==> config.mk <==
export PLATFORM = sky130hd
export DESIGN_NAME = lsu_rmw_flat
export DESIGN_NICKNAME = d
export VERILOG_FILES = /design/src/rtl/lsu_pkg.sv /design/src/rtl/lsu_rmw_if.sv /design/src/rtl/lsu_lane.sv /design/src/rtl/lsu_rmw.sv /design/src/flat_wrapper.sv
export SDC_FILE = /design/constraint.sdc
export NUM_CORES = 1
export LEC_CHECK = 0
export BUFFER_PORTS_ARGS = -buffer_cell sky130_fd_sc_hd__buf_2
export CAP_MARGIN = 20
export CORE_MARGIN = 2
export CORE_UTILIZATION = 42
export DETAILED_ROUTE_END_ITERATION = 8
export GPL_TIMING_DRIVEN = 0
export PLACE_DENSITY = 0.71
export SYNTH_ARGS = -nofsm -noshare
export SYNTH_HDL_FRONTEND = slang
export SYNTH_HIERARCHICAL = 1
export SYNTH_SLANG_ARGS = --single-unit
==> constraint.sdc <==
create_clock -name clk -period 3.9 [get_ports clk]
set_input_delay 0.195 -clock clk [delete_from_list [all_inputs] [get_ports clk]]
set_output_delay 0.195 -clock clk [all_outputs]
set_load 0.05 [all_outputs]
==> src/rtl/lsu_pkg.sv <==
// Shared definitions for the load/store unit: funct3 encodings, FSM state
// type and request legality helpers.
package lsu_pkg;

    localparam int unsigned XLEN = 32;

    localparam logic [2:0] F3_LB  = 3'b000;
    localparam logic [2:0] F3_LH  = 3'b001;
    localparam logic [2:0] F3_LW  = 3'b010;
    localparam logic [2:0] F3_LBU = 3'b100;
    localparam logic [2:0] F3_LHU = 3'b101;
    localparam logic [2:0] F3_SB  = 3'b000;
    localparam logic [2:0] F3_SH  = 3'b001;
    localparam logic [2:0] F3_SW  = 3'b010;

    typedef enum logic [1:0] {
        IDLE   = 2'd0,
        ACCESS = 2'd1,
        WRITE  = 2'd2,
        RESP   = 2'd3
    } lsu_state_t;

    // Legal funct3 encodings differ between loads and stores.
    function automatic logic f3_legal(input logic store, input logic [2:0] f3);
        if (store) begin
            return (f3 == F3_SB) || (f3 == F3_SH) || (f3 == F3_SW);
        end
        return (f3 == F3_LB) || (f3 == F3_LH) || (f3 == F3_LW) ||
               (f3 == F3_LBU) || (f3 == F3_LHU);
    endfunction

    // funct3[1:0] encodes access size for both loads and stores.
    function automatic logic addr_aligned(input logic [2:0] f3, input logic [1:0] lo);
        case (f3[1:0])
            2'b00:   return 1'b1;
            2'b01:   return !lo[0];
            default: return lo == 2'b00;
        endcase
    endfunction

endpackage

==> src/rtl/lsu_rmw_if.sv <==
// Core request/response handshake plus the word-addressed memory port.
//   req_*  : core -> LSU request (valid/ready)
//   resp_* : LSU -> core completion pulse, error flag and load data
//   mem_*  : LSU <-> data memory (combinational read, synchronous write)
interface lsu_rmw_if;
    logic        req_valid;
    logic        req_ready;
    logic        req_store;
    logic [2:0]  req_funct3;
    logic [31:0] req_addr;
    logic [31:0] req_wdata;
    logic        resp_valid;
    logic        resp_err;
    logic [31:0] resp_rdata;
    logic        mem_we;
    logic [31:0] mem_a;
    logic [31:0] mem_wd;
    logic [31:0] mem_rd;

    modport slave (
        input  req_valid, req_store, req_funct3, req_addr, req_wdata, mem_rd,
        output req_ready, resp_valid, resp_err, resp_rdata, mem_we, mem_a, mem_wd
    );

    modport master (
        output req_valid, req_store, req_funct3, req_addr, req_wdata, mem_rd,
        input  req_ready, resp_valid, resp_err, resp_rdata, mem_we, mem_a, mem_wd
    );
endinterface

==> src/rtl/lsu_lane.sv <==
// Byte-lane helper: extracts and extends load data from a memory word, and
// merges store data into that word at the addressed lane (little-endian).
//   word      : memory word read
//   lane      : byte address bits [1:0]
//   funct3    : size in [1:0], zero-extend flag in [2]
//   wdata     : right-aligned store data
//   load_data : extended load result
//   merged    : word with the store bytes replaced
module lsu_lane
    import lsu_pkg::*;
(
    input  logic [31:0] word,
    input  logic [1:0]  lane,
    input  logic [2:0]  funct3,
    input  logic [31:0] wdata,
    output logic [31:0] load_data,
    output logic [31:0] merged
);

    logic [4:0]  shamt;
    logic [31:0] shifted;
    logic [31:0] mask;

    always_comb begin
        shamt     = {lane, 3'b000};
        shifted   = word >> shamt;
        mask      = 32'h0;
        load_data = word;
        merged    = wdata;
        case (funct3[1:0])
            2'b00: begin
                load_data = funct3[2] ? {24'h0, shifted[7:0]}
                                      : {{24{shifted[7]}}, shifted[7:0]};
                mask      = 32'h0000_00FF << shamt;
                merged    = (word & ~mask) | ((32'(wdata[7:0]) << shamt) & mask);
            end
            2'b01: begin
                load_data = funct3[2] ? {16'h0, shifted[15:0]}
                                      : {{16{shifted[15]}}, shifted[15:0]};
                mask      = 32'h0000_FFFF << shamt;
                merged    = (word & ~mask) | ((32'(wdata[15:0]) << shamt) & mask);
            end
            default: begin
                load_data = word;
                merged    = wdata;
            end
        endcase
    end

endmodule

==> src/rtl/lsu_rmw.sv <==
// Load/store unit converting RV32I loads/stores into whole-word memory
// accesses; sub-word stores are done as read-modify-write.
//   clk, reset : clock, asynchronous active-high reset
//   bus        : request/response handshake and memory port (slave view)
module lsu_rmw
    import lsu_pkg::*;
#(
    parameter int unsigned MEM_WORDS = 64
) (
    input logic       clk,
    input logic       reset,
    lsu_rmw_if.slave  bus
);

    lsu_state_t  state;
    logic        st_store;
    logic [2:0]  st_f3;
    logic [31:0] st_addr;
    logic [31:0] st_wdata;

    logic        accept;
    logic        req_ok;
    logic [31:0] lane_load;
    logic [31:0] lane_merged;

    assign accept = bus.req_valid && bus.req_ready;

    // Legality of the request presented on the accept edge (it is what gets captured).
    assign req_ok = f3_legal(bus.req_store, bus.req_funct3) &&
                    addr_aligned(bus.req_funct3, bus.req_addr[1:0]) &&
                    ({2'b00, bus.req_addr[31:2]} < 32'(MEM_WORDS));

    lsu_lane u_lane (
        .word      (bus.mem_rd),
        .lane      (st_addr[1:0]),
        .funct3    (st_f3),
        .wdata     (st_wdata),
        .load_data (lane_load),
        .merged    (lane_merged)
    );

    // Main FSM with all outputs registered.
    always_ff @(posedge clk or posedge reset) begin
        if (reset) begin
            state          <= IDLE;
            st_store       <= 1'b0;
            st_f3          <= 3'b000;
            st_addr        <= 32'h0;
            st_wdata       <= 32'h0;
            bus.req_ready  <= 1'b1;
            bus.resp_valid <= 1'b0;
            bus.resp_err   <= 1'b0;
            bus.resp_rdata <= 32'h0;
            bus.mem_we     <= 1'b0;
            bus.mem_a      <= 32'h0;
            bus.mem_wd     <= 32'h0;
        end else begin
            case (state)
                IDLE: begin
                    if (accept) begin
                        st_store      <= bus.req_store;
                        st_f3         <= bus.req_funct3;
                        st_addr       <= bus.req_addr;
                        st_wdata      <= bus.req_wdata;
                        bus.req_ready <= 1'b0;
                        if (!req_ok) begin
                            bus.resp_valid <= 1'b1;
                            bus.resp_err   <= 1'b1;
                            bus.resp_rdata <= 32'h0;
                            state          <= RESP;
                        end else begin
                            // mem_a only follows legal requests so it never leaves the array.
                            bus.mem_a <= {2'b00, bus.req_addr[31:2]};
                            // SW needs no read, so its write goes out in ACCESS.
                            if (bus.req_store && (bus.req_funct3 == F3_SW)) begin
                                bus.mem_we <= 1'b1;
                                bus.mem_wd <= bus.req_wdata;
                            end
                            state <= ACCESS;
                        end
                    end
                end
                ACCESS: begin
                    if (!st_store) begin
                        bus.resp_valid <= 1'b1;
                        bus.resp_err   <= 1'b0;
                        bus.resp_rdata <= lane_load;
                        state          <= RESP;
                    end else if (st_f3 == F3_SW) begin
                        bus.mem_we     <= 1'b0;
                        bus.resp_valid <= 1'b1;
                        bus.resp_err   <= 1'b0;
                        bus.resp_rdata <= 32'h0;
                        state          <= RESP;
                    end else begin
                        bus.mem_we <= 1'b1;
                        bus.mem_wd <= lane_merged;
                        state      <= WRITE;
                    end
                end
                WRITE: begin
                    bus.mem_we     <= 1'b0;
                    bus.resp_valid <= 1'b1;
                    bus.resp_err   <= 1'b0;
                    bus.resp_rdata <= 32'h0;
                    state          <= RESP;
                end
                RESP: begin
                    bus.resp_valid <= 1'b0;
                    bus.req_ready  <= 1'b1;
                    state          <= IDLE;
                end
                default: state <= IDLE;
            endcase
        end
    end

endmodule

==> src/flat_wrapper.sv <==
// flat-port wrapper written by rule: the top's interface ports become plain ports
module lsu_rmw_flat import lsu_pkg::*;
#(
    parameter int unsigned MEM_WORDS = 64
)
  (clk, reset, bus_req_valid, bus_req_store, bus_req_funct3, bus_req_addr, bus_req_wdata, bus_mem_rd, bus_req_ready, bus_resp_valid, bus_resp_err, bus_resp_rdata, bus_mem_we, bus_mem_a, bus_mem_wd);
  lsu_rmw_if bus_i ();
  input logic clk;
  input logic reset;
  input wire logic [$bits(bus_i.req_valid)-1:0] bus_req_valid;
  input wire logic [$bits(bus_i.req_store)-1:0] bus_req_store;
  input wire logic [$bits(bus_i.req_funct3)-1:0] bus_req_funct3;
  input wire logic [$bits(bus_i.req_addr)-1:0] bus_req_addr;
  input wire logic [$bits(bus_i.req_wdata)-1:0] bus_req_wdata;
  input wire logic [$bits(bus_i.mem_rd)-1:0] bus_mem_rd;
  output wire logic [$bits(bus_i.req_ready)-1:0] bus_req_ready;
  output wire logic [$bits(bus_i.resp_valid)-1:0] bus_resp_valid;
  output wire logic [$bits(bus_i.resp_err)-1:0] bus_resp_err;
  output wire logic [$bits(bus_i.resp_rdata)-1:0] bus_resp_rdata;
  output wire logic [$bits(bus_i.mem_we)-1:0] bus_mem_we;
  output wire logic [$bits(bus_i.mem_a)-1:0] bus_mem_a;
  output wire logic [$bits(bus_i.mem_wd)-1:0] bus_mem_wd;
  assign bus_i.req_valid = bus_req_valid;
  assign bus_i.req_store = bus_req_store;
  assign bus_i.req_funct3 = bus_req_funct3;
  assign bus_i.req_addr = bus_req_addr;
  assign bus_i.req_wdata = bus_req_wdata;
  assign bus_i.mem_rd = bus_mem_rd;
  assign bus_req_ready = bus_i.req_ready;
  assign bus_resp_valid = bus_i.resp_valid;
  assign bus_resp_err = bus_i.resp_err;
  assign bus_resp_rdata = bus_i.resp_rdata;
  assign bus_mem_we = bus_i.mem_we;
  assign bus_mem_a = bus_i.mem_a;
  assign bus_mem_wd = bus_i.mem_wd;
  lsu_rmw #(.MEM_WORDS(MEM_WORDS)) u_core (.clk(clk), .reset(reset), .bus(bus_i));
endmodule
==> run metrics <==
status completed; io pins 203; Reg area 3455 sq um; Synth top area share 43.58%; slew margin rel. 48.66%; antenna diode count 0; Post-CTS Repair Setup Buffers 0; TritonRoute pass-1 iters 5; Die Wd 140.9 um; detailed-placement wirelength estimate 19.07 mm; port buffer count 200; Final Wtd Congestion 0.9892; clk sink count 138; number of global-route vias before repair 6,887; Routed Antenna Nets 0; fillers 1,652; initial drt markers 740; clock slew at reported path FFs 0.06 ns; Synth Area per Inst 10.70 sq um; GR Layer Usage met3 7.643%; CP Launch Type flop; final hold violation count 0; CTS buffer count 17; CTS Hold Bufs 15; Post-synth EDFFs 0; cts repair resizes 0; R2R cell count 10; clock share of power 49.8%; Cells after Synth 735; f_max 0.2926 GHz; Pint 2.502 mW; HP Class in2reg; fin crit share 87.62%; Synth cell types 60; CP Data Required Time 4.22 ns; multi-input logic area 4026 sq um; CP max stage cell ha_1; Max Cap Violations 0; Leak Pwr 5.041 nW; Final Util 53.72%; NetSw 0.7990 mW; root buf cell clkbuf_16; most frequent cell after synthesis dfrtp_1; die height 140.9 um; vias 6,992; worst skew pair latency 0.43 ns; Hold Path Depth 2; Post-Route WL 25.41 mm; die footprint 19,840 sq um; flop2flop setup slack 0.48 ns; minimum hold slack 0.01131 ns; largest net degree at the start of global routing 72; Global Route met1 Usage 34.44%; pre-CTS WS 0.6154 ns; Core Box Area 18,520 sq um; family with the most delay on the worst path buffers and inverters; Layout Skew 0.01008 ns; clk buf depth 2; Reg power frac 43.4%; global route hottest layer met2; Peak VDD IR 304.2 uV; sw frac 24.20%; initial antenna violation count 1; Hold Crit Start bus_req_wdata[28]; top_reg_cell synth dfrtp_1; Data arrival, critical path 3.73 ns; Crit Path Category reg2reg; Synthesis Warnings 6; first-pass GRT wire length 38.67 mm; CTS tree built; Rows 50; FFs w/ async S/R, synth 100.0%; Via density 5.741; register bit total from synthesis 138; Post-Synthesis Cell Area 7868 sq um; routed len/inst 20.86 um; M2 GR Usage 40.36%; Overflow after GRT 0; RR Endpoint u_core/bus.mem_wd[19]; layout cell share with drive strength beyond 1 40.55%; fin. max-slew vios 0; Final WS setup 0.4826 ns; area leader, netlist dfrtp_1; Tmin final 3.417 ns; post-synthesis sequential area ratio 43.91%; Initial Util 42.49%; H-Tree Depth 4; DRC Markers 0; Comb power frac 6.9%; # setup viols final 0; RSZ-0062 raised after global routing no; pwr/cell area 331.9 nW/um^2; Min-Delay Endpoint u_core/st_wdata[28]; worst-path fanout max 11; CP max stage delay 0.45 ns; Total GRT Usage 25.63%; critical path cell sequence buf_4 > clkinv_1 > ha_1 > clkbuf_1 > inv_1 > a221oi_1 > o22ai_1 > mux2_2 > mux2_2 > mux2_2; Slew @ Worst Pin 0.7665 ns; nets 1,083; crit path capture type flop; Area contributors post-synth dfrtp_1 44%, mux2_2 18%, o2bb2ai_1 3.7%, a21o_1 2.8%, nand3_1 2.7%; P&R area growth vs syn 26.43%; Critical R2R Launch u_core/st_addr[0]; Critical path buffers and inverters 4; CP most frequent cell mux2_2; synth cell count leaders 137 x dfrtp_1, 124 x mux2_2, 47 x nand2_1, 42 x nand3_1, 38 x clkbuf_1
## worst max-delay path by stage
stage / end / startpoint / cells past startpoint / slack [ns]
finish: u_core/bus.mem_wd[19] / u_core/st_addr[0] / 10 / 0.48
global route: u_core/bus.mem_wd[19] / u_core/st_addr[1] / 11 / 0.38
CTS: u_core/bus.mem_wd[19] / u_core/st_addr[1] / 11 / 0.57
detailed placement: u_core/bus.mem_wd[19] / u_core/st_addr[1] / 11 / 0.62
floorplan: u_core/bus.mem_a[0] / reset / 1 / 0.01
global placement: u_core/bus.resp_rdata[2] / reset / 2 / -1.57
## layout make-up
class | count | area share (%)
plain buffers | 63 | 3.321
flip-flops and latches | 138 | 34.73
clock inverters | 14 | 1.610
inverters | 16 | 0.6541
well taps | 234 | 2.943
repair buffers | 216 | 11.85
multi-input cells | 519 | 40.48
clock buffers | 18 | 4.415
## power groups by stage
stage          clock (mW)  combinational, mW  sequential, mW
2_1_floorplan           0             0.0973            1.46
3_3_place_gp            0              0.207            1.46
3_5_place_dp            0              0.212            1.46
4_1_cts              1.67              0.225            1.43
5_1_grt              1.73              0.245            1.43
6_report             1.64              0.226            1.43
## flip-flops by register name (all words and copies together), names as in the netlist
name and cells:
u_core/state 2, u_core/bus.resp_valid 1, u_core/bus.mem_we 1, u_core/bus.resp_err 1
u_core/st_f3 3, u_core/st_store 1, u_core/st_wdata 32, u_core/st_addr 2
u_core/bus.mem_a 30, u_core/bus.mem_wd 32, u_core/bus.resp_rdata 32, u_core/bus.req_ready 1
## cell usage in the layout, fill, tap and decap left out, drive strengths merged, types with 2 or more instances in the layout
cell	Yosys	final
buf	24	225
dfrtp	137	137
mux2	125	125
clkbuf	38	56
nand2	48	48
nand3	42	42
o21ai	35	35
o2bb2ai	33	33
nor2b	33	33
a21o	29	29
a221oi	23	23
nor2	19	19
inv	14	19
a21oi	17	17
dlygate4sd3	0	15
mux2i	12	12
o31ai	11	11
a31oi	10	10
and3	9	9
ha	9	9
a22oi	8	8
nor4	7	7
nand2b	7	7
a221o	7	7
a211oi	5	5
clkinv	2	5
clkinvlp	0	4
nand4	3	3
o22ai	3	3
a21boi	3	3
bufinv	0	2
or4	2	2
conb	1	2
and2	2	2
nor3	2	2
## routing by layer
layer  part of all wire (%)  vias up
met4                    1.6        2
met3                    8.5       32
li1                       -     3194
met2                     46      361
met1                     43     3403
met5                  0.047        -
## cell families after synthesis
logic type / synth area share [%]
AO/OA/AOI/OAI: 17.84
adder cells (fa/ha/maj): 1.431
buffers and inverters: 4.962
flip-flops: 43.91
multiplexers: 19.75
other: 0.04766
AND/OR/NAND/NOR: 12.05
## stage by stage
step / total power [mW] / std cells / TNS, ns / cell area, sq um
after global routing: 3.408 / 1218 / 0 / 9947
after floorplan: 1.556 / 736 / 0 / 7871
final: 3.301 / 1218 / 0 / 9947
after CTS: 3.328 / 1218 / 0 / 9947
after global placement: 1.666 / 1170 / -214.10 / 9165
after detailed placement: 1.670 / 1171 / 0 / 9198
(Power assumes the default switching activity.)
